--- src/rtl/exercicio3_pkg.sv ---
// Shared types and constants for the truth-table sweep controller.
// Holds the FSM encoding, table size, default expected table and a settle clamp.
package exercicio3_pkg;

    typedef enum logic [1:0] {
        ST_IDLE   = 2'd0,
        ST_DRIVE  = 2'd1,
        ST_SAMPLE = 2'd2,
        ST_DONE   = 2'd3
    } state_t;

    localparam int          N_COMB      = 16;
    localparam int          IDX_W       = 4;
    localparam logic [15:0] EXP_F_TABLE = 16'hFFF2;

    // Out-of-range settle values fold into the 1..15 range the counter supports.
    function automatic logic [3:0] settle_clamp(input int s);
        if (s < 1)
            return 4'd1;
        else if (s > 15)
            return 4'd15;
        else
            return 4'(s);
    endfunction

endpackage

--- src/rtl/exercicio3_sweep_cnt.sv ---
// Purpose: combination index and per-combination settle countdown for the sweep.
// Latency: load/step/tick take effect on the next edge; flags are combinational from state.
// Backpressure: none; the controller decides when each command is issued.
module exercicio3_sweep_cnt
    import exercicio3_pkg::*;
#(
    parameter logic [3:0] SETTLE_LD = 4'd2
) (
    input  logic             clk,
    input  logic             rst_n,
    input  logic             load,
    input  logic             tick,
    input  logic             step,
    output logic [IDX_W-1:0] idx,
    output logic [3:0]       settle_cnt,
    output logic             settled,
    output logic             last
);

    always_ff @(posedge clk) begin
        if (!rst_n) begin
            idx        <= '0;
            settle_cnt <= '0;
        end else if (load) begin
            idx        <= '0;
            settle_cnt <= SETTLE_LD;
        end else if (step) begin
            // Index saturates at the last combination; the sweep ends there.
            if (!last)
                idx <= idx + 1'b1;
            settle_cnt <= SETTLE_LD;
        end else if (tick && settle_cnt != 4'd0) begin
            settle_cnt <= settle_cnt - 1'b1;
        end
    end

    assign settled = (settle_cnt <= 4'd1);
    assign last    = (idx == IDX_W'(N_COMB - 1));

endmodule

--- src/rtl/exercicio3_sweep_ctrl.sv ---
// Purpose: drive all 16 {a,b,c,d} codes, sample f_i, compare against an expected table.
// Latency: 16*(SETTLE+1) cycles from accepted start to done.
// Backpressure: start ignored while busy; abort returns to IDLE on the next edge.
module exercicio3_sweep_ctrl
    import exercicio3_pkg::*;
#(
    parameter int          SETTLE      = 2,
    parameter logic [15:0] EXP_DEFAULT = EXP_F_TABLE
) (
    input  logic        clk,
    input  logic        rst_n,
    input  logic        start,
    input  logic        abort,
    input  logic        use_ext_exp,
    input  logic [15:0] exp_table,
    output logic [3:0]  abcd_o,
    input  logic        f_i,
    output logic        busy,
    output logic        done,
    output logic        pass,
    output logic [15:0] table_o,
    output logic [4:0]  mismatch_cnt,
    output logic [3:0]  first_fail
);

    localparam logic [3:0] SETTLE_LD = settle_clamp(SETTLE);

    state_t            state_q;
    state_t            state_d;
    logic [15:0]       exp_q;
    logic [IDX_W-1:0]  idx;
    logic [3:0]        settle_cnt;
    logic              settled;
    logic              last;
    logic              start_acc;
    logic              cnt_tick;
    logic              cnt_step;
    logic              sample_en;

    assign start_acc = start && !abort && (state_q == ST_IDLE || state_q == ST_DONE);
    assign sample_en = (state_q == ST_SAMPLE) && !abort;
    assign cnt_tick  = (state_q == ST_DRIVE) && !abort;
    assign cnt_step  = sample_en && !last;

    exercicio3_sweep_cnt #(
        .SETTLE_LD (SETTLE_LD)
    ) u_cnt (
        .clk        (clk),
        .rst_n      (rst_n),
        .load       (start_acc),
        .tick       (cnt_tick),
        .step       (cnt_step),
        .idx        (idx),
        .settle_cnt (settle_cnt),
        .settled    (settled),
        .last       (last)
    );

    always_ff @(posedge clk) begin
        if (!rst_n)
            state_q <= ST_IDLE;
        else
            state_q <= state_d;
    end

    always_comb begin
        state_d = state_q;
        if (abort) begin
            state_d = ST_IDLE;
        end else begin
            case (state_q)
                ST_IDLE,
                ST_DONE:   if (start) state_d = ST_DRIVE;
                ST_DRIVE:  if (settled) state_d = ST_SAMPLE;
                ST_SAMPLE: state_d = last ? ST_DONE : ST_DRIVE;
                default:   state_d = ST_IDLE;
            endcase
        end
    end

    always_comb begin
        busy   = 1'b0;
        done   = 1'b0;
        abcd_o = 4'd0;
        case (state_q)
            ST_DRIVE,
            ST_SAMPLE: begin
                busy   = 1'b1;
                abcd_o = idx;
            end
            ST_DONE:   done = 1'b1;
            default:   ;
        endcase
    end

    assign pass = done && (mismatch_cnt == 5'd0);

    // A zero count before this sample means this is the sweep's first mismatch.
    always_ff @(posedge clk) begin
        if (!rst_n) begin
            exp_q        <= '0;
            table_o      <= '0;
            mismatch_cnt <= '0;
            first_fail   <= '0;
        end else if (start_acc) begin
            exp_q        <= use_ext_exp ? exp_table : EXP_DEFAULT;
            table_o      <= '0;
            mismatch_cnt <= '0;
            first_fail   <= '0;
        end else if (sample_en) begin
            table_o[idx] <= f_i;
            if (f_i != exp_q[idx]) begin
                mismatch_cnt <= mismatch_cnt + 5'd1;
                if (mismatch_cnt == 5'd0)
                    first_fail <= idx;
            end
        end
    end

endmodule

--- config.mk ---
export PLATFORM = sky130hd
export DESIGN_NAME = exercicio3_sweep_ctrl
export DESIGN_NICKNAME = d
export VERILOG_FILES = /design/src/rtl/exercicio3_pkg.sv /design/src/rtl/exercicio3_sweep_cnt.sv /design/src/rtl/exercicio3_sweep_ctrl.sv
export SDC_FILE = /design/constraint.sdc
export NUM_CORES = 1
export LEC_CHECK = 0
export CAP_MARGIN = 20
export CORE_UTILIZATION = 45
export CTS_CLUSTER_DIAMETER = 30
export CTS_CLUSTER_SIZE = 14
export DETAILED_ROUTE_END_ITERATION = 6
export DONT_BUFFER_PORTS = 1
export SYNTH_ARGS = -nofsm -noshare
export SYNTH_HDL_FRONTEND = slang
export SYNTH_SLANG_ARGS = --single-unit
--- constraint.sdc ---
create_clock -name clk -period 2.2 [get_ports clk]
set_input_delay 0.44 -clock clk [delete_from_list [all_inputs] [get_ports clk]]
set_output_delay 0.44 -clock clk [all_outputs]
set_load 0.005 [all_outputs]
==> flow_metrics.py <==
metrics = {
    "global_route": {
        "grt_max_degree": 29,
        "grt-ovfl-total": 0,
        "grt_antenna_before_repair": 0,
        "grt_pass1_wl_um": 9360,
        "grt_usage_pct": 19.9,
        "grt_pass1_vias": 1857,
    },
    "timing": {
        "rsz0062_at_grt": "true",
        "slew-limit-headroom_pct": 69.7,
        "drv_slew": 0,
        "clock.fmax_ghz": 0.467,
        "period_minus_slack_ps": 2140,
        "finalHoldViolations": 0,
        "worst_pin_slew_ps": 454,
        "finalSetupViolations": 0,
        "setup_tns_ps": 0,
        "fin_skew_ps": 6.45,
        "setup_ws_ps": 58.1,
        "fin_crit_sh_pct": 97.4,
        "whs_ps": 258,
    },
    "yosys": {
        "synth_area_leaders": "dfxtp_1 39%, ha_1 6.3%, o211a_1 5.0%, a21oi_1 4.6%, o21ai_0 3.9%",
        "synth_edf_count": 0,
        "yosysUniqueCellTypes": 40,
        "synth_most_common_cell": "dfxtp_1",
        "synth_ff_type": "dfxtp_1",
        "synth_cells": 289,
        "netlist.area_leader.share_pct": 39.4,
        "ys_ff_latch": 51,
        "synthArstFlopShare_pct": 0,
        "synth_largest_area_cell": "dfxtp_1",
        "netlist_area_mm2": 0.00259,
        "synth_warnings": 0,
        "yosysSeqAreaShare_pct": 39.4,
        "synth_nets": 324,
        "avgSynthCellArea_um2": 8.96,
        "yosys-top-cells-count": "51 x dfxtp_1, 24 x a21oi_1, 20 x o21ai_0, 18 x clkbuf_1",
    },
    "worst_setup_path": {
        "end_kind": "register",
        "reg2regPathDepth": 5,
        "path_max_fanout": 10,
        "startpoint_type": "register",
        "cp_data_arrival_time_ps": 2390,
        "critical_path_required_ps": 2450,
        "critPathKind": "register to register",
    },
    "clock_tree": {
        "cts_max_level": 2,
        "root_buffer": "clkbuf_8",
        "cts_buffer_depth": 2,
        "tritoncts": "yes",
        "clk_latency_ps": 310,
        "cts.sinks": 51,
        "cts_made_buffers": 5,
        "post-cts-setup-buffer-count": 0,
        "clkTransAtPathRegs_ps": 90,
    },
    "flow_run": {
        "maxCapViolations": 0,
    },
    "routing": {
        "drcViolationCount": 0,
        "dr_total_vias": 2065,
        "wl_um": 5760,
        "detail-route-antenna-nets": 0,
        "avgRoutedWirePerCell_um": 15.8,
        "drtIter0Drc": 99,
        "vias_per_cell": 5.66,
        "drtPass1Iterations": 5,
    },
    "die": {
        "ioPinCount": 54,
        "fp.dieArea_mm2": 0.00606,
        "die_height_um": 77.9,
        "initial_core_util_pct": 46.7,
        "die_w_um": 77.9,
        "core_area_mm2": 0.00554,
        "rows": 27,
    },
    "final_layout": {
        "design_area_mm2": 0.00288,
        "areaGrowthSynthToFinish_pct": 11.4,
        "instances_no_fill": 365,
        "drive_above_1_share_pct": 15.4,
        "n_antenna_cell": 0,
        "nets": 327,
        "nFillCells": 545,
    },
    "place": {
        "portBuffers": 0,
        "dp_worst_setup_slack_ps": -17.3,
        "placedCellCount": 357,
        "gp_congestion": 0.766,
        "placed_area_mm2": 0.00272,
        "dpl.hpwl_um": 4150,
    },
    "power_and_ir_drop": {
        "ir_drop_mv": 0.300,
        "powerDensity_mw_per_mm2": 576,
        "p_leak_nw": 1.15,
    },
    "hold_path": {
        "hp-class": "primary input to register",
        "min_path_cells": 1,
    },
    "status": {
        "outcome": "completed",
    },
}
==> worst max-delay path, cell delays in order, from the launching register on <==
cell and delay, ps:
dfxtp_4 410, mux4_2 520, a22o_4 320, or4_4 540, a21o_1 180, a21oi_2 110
==> placed cells by master (no fill, tap or decap), types with 4 or more instances in the layout <==
master / instances
nand2_1: 16
nor2b_1: 5
ha_1: 13
inv_1: 11
nand2b_1: 6
clkbuf_8: 7
mux2i_1: 6
nand3b_1: 13
o211a_1: 13
a21oi_1: 23
nor3_1: 4
o21ai_0: 20
dfxtp_1: 50
nand3_1: 14
nand4_1: 13
buf_4: 17
nor2_1: 16
mux4_2: 4
==> path summary, 6_finish.rpt <==
| kind | from | end | slack, ps |
|---|---|---|---|
| hold / removal | rst_n | u_cnt.settle_cnt[1] | 260 |
| hold reg to reg | exp_q[0] | exp_q[0] | 470 |
| setup / recovery | u_cnt.idx[0] | mismatch_cnt[3] | 60 |
| setup reg to reg | u_cnt.idx[0] | mismatch_cnt[3] | 60 |
==> where the power goes <==
group	switching, mW	total (mW)	leakage [nW]	internal [mW]
registers	0.0141	0.958	0.415	0.944
clock network	0.314	0.600	0.0505	0.287
logic	0.0535	0.102	0.683	0.0484
total	0.381	1.66	1.15	1.28
==> registers in the layout, summed over array words and instances, names as in the netlist <==
signal and cells:
u_cnt.idx 4, first_fail 4, mismatch_cnt 5, exp_q 16
u_cnt.settle_cnt 4, table_o 16, state_q 2
==> final cells by class <==
class | count | area (µm²) | share of cell area, %
clock buffer | 7 | 96.3 | 3.34
sequential | 51 | 1020 | 35.5
multi-input combinational | 205 | 1490 | 51.5
tap | 72 | 90.1 | 3.12
timing repair buffer | 18 | 139 | 4.82
clock inverter | 1 | 7.51 | 0.260
inverter | 11 | 41.3 | 1.43
==> routing by layer <==
metal  up-vias  GRT usage (%)  wire length, µm
met4         0           7.36               42
li1       1050              -                -
met5         -              0                0
met3         4           4.59              303
met1       955           27.0             2790
met2        56           30.5             2620
==> timing repair <==
action / CTS / global route
hold buffers: 0 / 0
endpoints found under the setup margin: 5 / 10
pin swaps: 0 / 2
gates resized for setup: 3 / 12
gates cloned: 0 / 0
==> stage by stage <==
step	power (mW)	util [%]
2_1_floorplan	1.07	-
3_3_place_gp	1.08	49.0
3_5_place_dp	1.08	49.0
4_1_cts	1.68	51.1
5_1_grt	1.73	52.1
6_report	1.66	52.1
==> cell families (layout without fill, tap and decap cells) <==
logic type / count (synthesis) / count (layout) / share of synthesized area (%)
AND/OR/NAND/NOR: 101 / 101 / 21.6
flip-flops: 51 / 51 / 39.4
multiplexers: 10 / 10 / 5.94
XOR/XNOR: 5 / 5 / 1.69
adder cells (fa/ha/maj): 13 / 13 / 6.28
buffers and inverters: 33 / 37 / 5.65
AO/OA/AOI/OAI: 76 / 76 / 19.4
Note: power is estimated with default switching activity, not from simulation.
